--- src/rtl/ram_burst_reader.sv ---
// rtl/ram_burst_reader.sv - burst read initiator for a registered-read RAM port; optional abort via RAM_BURST_ABORT_EN
module ram_burst_reader #(
    parameter int ADDR_WIDTH = 6,
    parameter int DATA_WIDTH = 8,
    parameter int OUT_DEPTH  = 2
) (
    input  logic                  clk,
    input  logic                  rst,
    input  logic                  cmd_valid,
    output logic                  cmd_ready,
    input  logic [ADDR_WIDTH-1:0] cmd_addr,
    input  logic [ADDR_WIDTH-1:0] cmd_len_m1,
    output logic [ADDR_WIDTH-1:0] ram_addr,
    output logic                  ram_we,
    output logic [DATA_WIDTH-1:0] ram_data,
    input  logic [DATA_WIDTH-1:0] ram_q,
    output logic                  out_valid,
    input  logic                  out_ready,
    output logic [DATA_WIDTH-1:0] out_data,
    output logic                  out_last,
    output logic                  busy,
`ifdef RAM_BURST_ABORT_EN
    input  logic                  abort,
    output logic                  aborted,
`endif
    output logic                  done
);

    localparam int PW = (OUT_DEPTH > 1) ? $clog2(OUT_DEPTH) : 1;
    localparam int CW = $clog2(OUT_DEPTH + 1);
    localparam int BW = ADDR_WIDTH + 1;

    typedef enum logic [1:0] {IDLE, ISSUE, DRAIN} state_t;

    state_t                  state;
    logic [ADDR_WIDTH-1:0]   next_addr;
    logic [ADDR_WIDTH-1:0]   ram_addr_q;
    logic [BW-1:0]           beats_left;
    logic                    inflight;
    logic                    inflight_last;
    logic [DATA_WIDTH-1:0]   buf_data [OUT_DEPTH];
    logic                    buf_last [OUT_DEPTH];
    logic [PW-1:0]           wr_ptr;
    logic [PW-1:0]           rd_ptr;
    logic [CW-1:0]           count;
    logic                    pop;
    logic                    issue;
    logic                    kill;

    function automatic logic [PW-1:0] ptr_inc(input logic [PW-1:0] p);
        return (p == PW'(OUT_DEPTH - 1)) ? '0 : p + 1'b1;
    endfunction

`ifdef RAM_BURST_ABORT_EN
    assign kill    = abort & (state != IDLE);
    assign aborted = kill;
`else
    assign kill    = 1'b0;
`endif

    assign pop = out_valid & out_ready;

    // Reserve a slot for the read still in flight so the buffer can never overflow.
    assign issue = (state == ISSUE) && !kill &&
                   (int'(count) + int'(inflight) - int'(pop) + 1 <= OUT_DEPTH);

    assign ram_addr  = issue ? next_addr : ram_addr_q;
    assign ram_we    = 1'b0;
    assign ram_data  = '0;
    assign out_valid = (count != '0);
    assign out_data  = buf_data[rd_ptr];
    assign out_last  = out_valid & buf_last[rd_ptr];
    assign busy      = (state != IDLE);
    assign cmd_ready = (state == IDLE);
    assign done      = pop & out_last & !kill;

    always_ff @(posedge clk or posedge rst) begin
        if (rst) begin
            state         <= IDLE;
            next_addr     <= '0;
            ram_addr_q    <= '0;
            beats_left    <= '0;
            inflight      <= 1'b0;
            inflight_last <= 1'b0;
            wr_ptr        <= '0;
            rd_ptr        <= '0;
            count         <= '0;
            for (int i = 0; i < OUT_DEPTH; i++) begin
                buf_data[i] <= '0;
                buf_last[i] <= 1'b0;
            end
        end else if (kill) begin
            state    <= IDLE;
            inflight <= 1'b0;
            wr_ptr   <= '0;
            rd_ptr   <= '0;
            count    <= '0;
        end else begin
            case (state)
                IDLE: begin
                    if (cmd_valid) begin
                        next_addr  <= cmd_addr;
                        beats_left <= {1'b0, cmd_len_m1} + BW'(1);
                        state      <= ISSUE;
                    end
                end
                ISSUE: begin
                    if (issue) begin
                        next_addr  <= next_addr + 1'b1;
                        ram_addr_q <= next_addr;
                        beats_left <= beats_left - BW'(1);
                        if (beats_left == BW'(1))
                            state <= DRAIN;
                    end
                end
                DRAIN: begin
                    if (pop && out_last)
                        state <= IDLE;
                end
                default: state <= IDLE;
            endcase

            inflight      <= issue;
            inflight_last <= issue && (beats_left == BW'(1));

            // RAM data for last cycle's issue arrives now.
            if (inflight) begin
                buf_data[wr_ptr] <= ram_q;
                buf_last[wr_ptr] <= inflight_last;
                wr_ptr           <= ptr_inc(wr_ptr);
            end
            if (pop)
                rd_ptr <= ptr_inc(rd_ptr);
            count <= count + CW'(inflight) - CW'(pop);
        end
    end

endmodule
--- config.mk ---
export PLATFORM = sky130hd
export DESIGN_NAME = ram_burst_reader
export DESIGN_NICKNAME = d
export VERILOG_FILES = /design/src/rtl/ram_burst_reader.sv
export SDC_FILE = /design/constraint.sdc
export NUM_CORES = 1
export LEC_CHECK = 0
export ABC_CLOCK_PERIOD_IN_PS = 5200
export CAP_MARGIN = 10
export CORE_UTILIZATION = 60
export CTS_CLUSTER_DIAMETER = 50
export DETAILED_ROUTE_END_ITERATION = 10
export DONT_BUFFER_PORTS = 1
export PLACE_DENSITY = 0.76
export SYNTH_ARGS = -nofsm -noshare
export SYNTH_HDL_FRONTEND = slang
export SYNTH_SLANG_ARGS = --single-unit
--- constraint.sdc ---
create_clock -name clk -period 5.2 [get_ports clk]
set_clock_uncertainty 0.2 [all_clocks]
set_input_delay 0.52 -clock clk [delete_from_list [all_inputs] [get_ports clk]]
set_output_delay 0.52 -clock clk [all_outputs]
set_load 0.05 [all_outputs]
# Word-level counts from Yosys, hierarchy flattened
# Cells that the tools add are included.
# word_totals
output_inout_bits,28
ff_bits,45
input_bits,24
# classes
n_eq_ne,7
n_reduce_logical,10
magnitude_cmp,4
n_addsub,10
muxes,26
n_bitwise,5
# ops
cell,count
$mux 8,4
$mux 6,3
$bwmux 16,1
$mux 7,2
$pmux 7 s2,1
$pmux 6 s2,1
$demux 8 s1,1
$mux 2,4
$add 6x1->7 const B,1
$eq 7x1->1 const B,1
$sub 7x1->7 const B,1
$add 6x1->6 const B,1
$mux 1,6
$ne 2x2->1 const B,3
$pmux 2 s3,1
$reduce_bool 2->1,3
$add 4x2->5 const B,1
$le 5x3->1 const B,1
$ge 2x2->1 const B,2
$logic_and 1x1->1,4
$not 1->2,2
$reduce_and 4->1,1
$sub 3x1->4,1
$add 2x1->3,1
12 further kinds,15

# Longest topological paths before layout
# Gate-level depths: netlist of the first run.
# logic_depth
ltp_word,8
ltp_mapped,13
depth_no_buf,12

# Worst setup path after synthesis of the first run
# No wires, ideal clock.
# synth_timing
path_kind,in2out
start,in out_ready
end,out ram_addr[0]
t_arrival_ps,3114
stages,12
slack_ps,1366
t_required_ps,4480
path_cell_list,inv_1 -> nor3b_1 -> a21o_1 -> ha_1 -> inv_1 -> fa_1 -> inv_1 -> ha_1 -> or2_4 -> a211oi_4 -> buf_6 -> mux2_2
# synth_between
elab_chain_cells,6
# synth_lines
item,line_no,source
start: declaration,18,"input logic out_ready,"
$and 1x1->1,61,assign pop = out_valid & out_ready;
$sub 3x1->4,65,(int'(count) + int'(inflight) - int'(pop) + 1 <= OUT_DEPTH);
$add 4x2->5,65,
$le 5x3->1,65,
$logic_and 1x1->1,64,assign issue = (state == ISSUE) && !kill &&
$mux 6,-,
end: declaration,13,"output logic [ADDR_WIDTH-1:0] ram_addr,"
# Every way passes these cells.

# Final worst setup path of the first run
# layout_timing
start,reg count[1]
end,out ram_addr[5]
# layout_between
elab_chain_cells,7
elab_cells_between_ends,8
cone_classes,add/sub (3); order compare (1); mux (1); bitwise (1); reduce/logical (2)
# layout_lines
item,line_no,source
start: declaration,45,logic [CW-1:0] count;
start signal: assignment,134,count <= count + CW'(inflight) - CW'(pop);
branches (longest 2 deep; another with $add 2x1->3),-,
$sub 3x1->4 (*),65,
$add 4x2->5 (*),65,
$le 5x3->1 (*),65,
$logic_and 1x1->1 (*),64,
$mux 6 (*),-,
# Every way passes the cells marked *.

==> flow_metrics.py, run 1 <==
metrics = {
    "status": {
        "outcome": "finished, final reports clean",
    },
    "clock_network": {
        "cts_tree": "done",
        "cts_buffers": 5,
        "clock_sinks": 45,
        "root_buffer": "clkbuf_8",
        "clk_pin_slew_ns": 0.08,
        "cts_resized": 0,
        "clock_latency_ns": 0.30,
        "post_cts.repair.setup_buffers": 0,
        "cts_buffer_depth": 2,
        "hold_buffers": 0,
        "ctsHtreeMaxLevel": 2,
    },
    "detailed_routing": {
        "wl_per_cell_um": 16.9,
        "drtAntennaViolNets": 0,
        "viasPerCell": 5.98,
        "vias": 1578,
        "drt_iter0_drc": 58,
        "drc": 0,
        "wl_um": 4470,
        "dr.pass1.iters": 4,
    },
    "place": {
        "routabilityCongestion": 0.876,
        "dp_hpwl_um": 3330,
        "port_buffers": 0,
        "post-place-ws_ns": 0.976,
    },
    "layout": {
        "area_growth_pct": 3.67,
        "drive_gt1_share_pct": 24.5,
        "final_cell_mix": "dfrtp_1 (45), mux2_2 (38), nor2_1 (18)",
        "n_fill_cell": 292,
        "antenna-diode-count": 0,
        "mostFrequentLayoutCell": "dfrtp_1",
        "final_nets": 247,
    },
    "hold_path": {
        "hp-class": "input port to asynchronous set/reset pin",
    },
    "floorplanning": {
        "dieArea_um2": 4290,
        "rows": 22,
        "die_y_um": 65.5,
        "fp.coreArea_um2": 3770,
        "floorplan.initialDensity_pct": 64.2,
        "ios": 52,
        "die_w_um": 65.5,
    },
    "global_routing": {
        "grt-ovfl-total": 0,
        "antenna_found_initial": 0,
        "grt.total_usage_pct": 23.6,
        "grt_max_degree": 46,
        "grt_pass1_vias": 1673,
        "grt_first_pass_wirelength_um": 7520,
    },
    "timing": {
        "rsz0062_at_grt": "no",
        "fmaxAchievable_ghz": 0.228,
        "setup_viol": 0,
        "hold_viol": 0,
        "tightest_slew_ns": 1.00,
        "finalCritPeriodShare_pct": 84.4,
        "setup_ws_ns": 0.810,
        "report.final.slew_viol_count": 0,
        "slew_headroom_pct": 33.0,
        "timing.final.crit_period_ns": 4.39,
        "setup_tns_ns": 0,
    },
    "setup_path": {
        "cpPeakStageDelay_ns": 0.61,
        "cp-end-kind": "output pin",
        "ff2ff_setup_slack_ns": 1.41,
        "crit_start": "count[1]$_DFF_PP0_",
        "crit_chain": "nor3b_1, a21o_1, ha_1, inv_1, fa_1, inv_1, ha_1, or2_4, a211oi_4, mux2_2",
        "crit_path_max_fanout": 14,
        "arrival_ns": 3.67,
        "worstPathRequired_ns": 4.48,
        "crit_slowest_cell": "a211oi_4",
        "r2r-start": "count[1]$_DFF_PP0_",
        "critPathKind": "flip-flop to output pin",
        "crit_path_start_kind": "flip-flop",
    },
    "synthesis": {
        "synth-warning-count": 0,
        "synthTopCellsByArea": "dfrtp_1 (47%), mux2_2 (18%), ha_1 (3.6%)",
        "yosysTopAreaCell": "dfrtp_1",
        "yosys.cell_types.count": 38,
        "seq_area_frac_synth_pct": 46.5,
        "ys_ff_latch": 45,
        "syn-cell-area_um2": 2420,
        "synth_top_area_share_pct": 46.5,
        "avgSynthCellArea_um2": 11.3,
        "synthCells": 214,
    },
    "run": {
        "drv_cap": 0,
    },
}
## cell usage after synthesis
cell        n
a211oi_1   10
mux2i_1     1
a221oi_1    1
o2bb2ai_1   1
a21oi_1     4
nand3_1     6
a311oi_2    1
conb_1      1
a211oi_4    1
nand2b_1    4
nor2b_1     2
or2_2       1
mux2_2     38
a21o_1      1
nor3_1      5
nor3b_1     2
ha_1        7
nand2_1     6
fa_1        1
o22a_1      1
a31oi_1     4
nand4_1     1
and3_1      5
buf_4       9
buf_2       3
and2_1      3
xnor2_1     2
buf_6       2
a311oi_1    5
o22ai_1     1
xor2_1      5
inv_1       9
clkbuf_1    3
and4b_1     1
or2_4       1
o21ai_0     3
dfrtp_1    45
nor2_1     18
## worst paths after layout
path                                        endpoint  cells after the start
setup reg to reg           ram_addr_q[5]$_DFFE_PP0P_                     11
max in group asynchronous  beats_left[4]$_DFFE_PP0P_                      2
hold / removal               buf_last[0]$_DFFE_PP0P_                      2
hold reg to reg                   wr_ptr$_DFFE_PP0P_                      1
min in group clk            buf_data[12]$_DFFE_PP0P_                      1
setup / recovery                         ram_addr[5]                     10
## stage by stage
| step | instance area, um2 | util, % | hold WS [ns] | instances |
|---|---|---|---|---|
| after detailed placement | 2420 | 64.2 | 0.290 | 256 |
| final | 2510 | 66.5 | 0.0397 | 264 |
| after floorplan | 2450 | - | 0.253 | 222 |
| after global routing | 2510 | 66.5 | 0.0634 | 264 |
| after CTS | 2510 | 66.5 | 0.0543 | 264 |
| after global placement | 2420 | 64.2 | 0.277 | 256 |
## worst max-delay path, delay by kind of cell (launching register included)
kind / cells / cell delay (ns)
mux: 1 / 0.54
buf+inv: 2 / 0.12
simple gates: 2 / 0.64
compound gates: 2 / 0.74
fa+ha+maj: 3 / 0.88
flops: 1 / 0.44
## layer usage
metal	vias up	share of wire (%)	global-route usage, %
li1	743	-	-
met1	780	43	28.9
met2	47	51	40.5
met3	8	5.1	5.73
met4	0	1.3	8.15
met5	-	0	0
## area by class of cell
| type | count | area, um2 | area share, % |
|---|---|---|---|
| Multi-Input combinational cell | 151 | 1180 | 47.0 |
| Inverter | 9 | 33.8 | 1.35 |
| Tap cell | 48 | 60.1 | 2.39 |
| Sequential cell | 45 | 1130 | 44.9 |
| Clock buffer | 6 | 72.6 | 2.89 |
| Clock inverter | 2 | 15.0 | 0.599 |
| Timing Repair Buffer | 3 | 22.5 | 0.898 |
## kinds of logic after synthesis
group / synth area share, %
AO/OA/AOI/OAI: 10.5
other: 0.155
buffers and inverters: 6.20
flip-flops: 46.5
adder cells (fa/ha/maj): 4.45
XOR/XNOR: 2.53
multiplexers: 18.1
AND/OR/NAND/NOR: 11.5
## flip-flops by register name, indices dropped and copies added, names as in the netlist
name / count
beats_left: 7
buf_data: 16
buf_last: 2
count: 2
inflight: 1
inflight_last: 1
next_addr: 6
ram_addr_q: 6
rd_ptr: 1
state: 2
wr_ptr: 1
Power of run 1 is left out: the tool's default activity adds up to more than one toggle a clock period on the data nets, which glitch-free logic cannot reach.
==> run 2: changes to the inputs <==
--- a/config.mk
+++ b/config.mk
@@ -5,7 +5,7 @@
 export SDC_FILE = /design/constraint.sdc
 export NUM_CORES = 1
 export LEC_CHECK = 0
-export ABC_CLOCK_PERIOD_IN_PS = 5200
+export ABC_CLOCK_PERIOD_IN_PS = 4150
 export CAP_MARGIN = 10
 export CORE_UTILIZATION = 60
 export CTS_CLUSTER_DIAMETER = 50
==> constraint.sdc (replaced) <==
create_clock -name clk -period 4.15 [get_ports clk]
set_clock_uncertainty 0.2 [all_clocks]
set_input_delay 0.415 -clock clk [delete_from_list [all_inputs] [get_ports clk]]
set_output_delay 0.415 -clock clk [all_outputs]
set_load 0.05 [all_outputs]
==> flow_metrics.py, run 2 (synthesized netlist as in run 1, its figures left out) <==
metrics = {
    "setup_path": {
        "critPathKind": "flip-flop to output pin",
        "crit_slowest_cell": "fa_1",
        "crit_chain": "nor3b_2, a21o_1, ha_1, inv_1, fa_1, inv_1, ha_1, or2_4, a211oi_4, buf_12, mux2_2",
        "crit_path_max_fanout": 32,
        "r2r-start": "count[1]$_DFF_PP0_",
        "cp-end-kind": "output pin",
        "arrival_ns": 3.38,
        "cpPeakStageDelay_ns": 0.53,
        "crit_path_start_kind": "flip-flop",
        "crit_start": "count[1]$_DFF_PP0_",
        "worstPathRequired_ns": 3.53,
        "reg2reg_depth": 12,
    },
    "global_routing": {
        "antenna_found_initial": 0,
        "grt-ovfl-total": 0,
        "grt_first_pass_wirelength_um": 7490,
        "grt_max_degree": 46,
        "grt.total_usage_pct": 23.5,
        "grt_pass1_vias": 1610,
    },
    "place": {
        "placed_cell_area_um2": 2430,
        "dp_cells": 256,
        "post-place-ws_ns": 0.298,
        "port_buffers": 0,
        "dp_hpwl_um": 3230,
        "routabilityCongestion": 0.783,
    },
    "hold_path": {
        "holdCritStartpoint": "out_ready",
        "min_path_cells": 2,
        "hp-class": "input port to flip-flop",
    },
    "timing": {
        "slew_headroom_pct": 37.8,
        "setup_ws_ns": 0.151,
        "setup_viol": 0,
        "fmaxAchievable_ghz": 0.250,
        "tightest_slew_ns": 0.928,
        "timing.final.crit_period_ns": 4.00,
        "rsz0062_at_grt": "no",
        "setup_tns_ns": 0,
        "report.final.slew_viol_count": 0,
        "hold_viol": 0,
        "finalCritPeriodShare_pct": 96.4,
    },
    "run": {
        "drv_cap": 0,
    },
    "detailed_routing": {
        "drt_iter0_drc": 106,
        "vias": 1596,
        "viasPerCell": 6.02,
        "drc": 0,
        "wl_per_cell_um": 16.7,
        "wl_um": 4440,
        "drtAntennaViolNets": 0,
        "dr.pass1.iters": 4,
    },
    "clock_network": {
        "ctsHtreeMaxLevel": 2,
        "clock_sinks": 45,
        "cts_buffers": 5,
        "root_buffer": "clkbuf_8",
        "cts_buffer_depth": 2,
        "clock_latency_ns": 0.29,
        "clk_pin_slew_ns": 0.08,
        "cts_tree": "done",
    },
    "layout": {
        "drive_gt1_share_pct": 25.3,
        "top_register": "buf_data",
        "final_cell_mix": "dfrtp_1 (45), mux2_2 (38), nor2_1 (18)",
        "final_nets": 248,
        "mostFrequentLayoutCell": "dfrtp_1",
        "antenna-diode-count": 0,
        "largestRegisters": "buf_data (16), beats_left (7)",
        "n_fill_cell": 275,
        "largest_reg_flops": 16,
        "multi_input_area_um2": 1180,
        "seq_area_um2": 1130,
        "fin_cells": 265,
        "final_area_um2": 2540,
        "area_growth_pct": 5.17,
    },
    "floorplanning": {
        "fp.coreArea_um2": 3770,
        "floorplan.initialDensity_pct": 64.2,
        "die_y_um": 65.5,
        "dieArea_um2": 4290,
        "ios": 52,
        "rows": 22,
        "die_w_um": 65.5,
    },
    "status": {
        "outcome": "finished, final reports clean",
    },
}
run 2: path summary, 6_finish.rpt:
kind | to | slack (ns)
setup / recovery | ram_addr[0] | 0.15
hold / removal | rd_ptr$_DFFE_PP0P_ | 0.06
setup reg to reg | next_addr[5]$_DFFE_PP0P_ | 0.87
hold reg to reg | beats_left[6]$_DFFE_PP0P_ | 0.29
max in group asynchronous | ram_addr_q[0]$_DFFE_PP0P_ | 2.88
min in group asynchronous | ram_addr_q[3]$_DFFE_PP0P_ | 0.51
run 2: what timing repair did:
item	4_1_cts	5_1_grt
endpoints found under the hold margin	45	0
hold buffers	1	0
setup endpoints to repair	0	6
gates resized for setup	0	1
setup buffers	0	0
run 2: area by class of cell:
type                            count  area share [%]
Sequential cell                    45            44.2
Inverter                            9            1.33
Clock inverter                      2           0.541
Clock buffer                        6            3.24
Multi-Input combinational cell    151            46.5
Tap cell                           48            2.36
Timing Repair Buffer                4            1.77
run 2: worst max-delay path, delay by kind of cell (launching register included):
| family | cells | cell delay, ns |
|---|---|---|
| DFF | 1 | 0.43 |
| AOI/OAI and AO/OA | 2 | 0.38 |
| adders and majority gates | 3 | 0.89 |
| buffers and inverters | 3 | 0.35 |
| and+or+nand+nor | 2 | 0.54 |
| muxes | 1 | 0.48 |
run 2: layer usage:
layer / vias up / share of wire, % / wire length [um] / global-route usage, %
met2: 63 / 50 / 2210 / 39.0
met5: - / 0 / 0 / 0
met3: 8 / 5.9 / 264 / 6.25
met4: 0 / 1.4 / 63 / 9.78
li1: 749 / - / - / -
met1: 776 / 43 / 1900 / 28.8
run 2: metrics by stage:
stage / util [%] / hold slack [ns]
finish: 67.5 / 0.0648
global route: 67.5 / 0.0499
CTS: 67.4 / 0.0513
detailed placement: 64.5 / 0.276
global placement: 64.5 / 0.262
floorplan: - / 0.253
Power of run 2 is left out for the same reason.
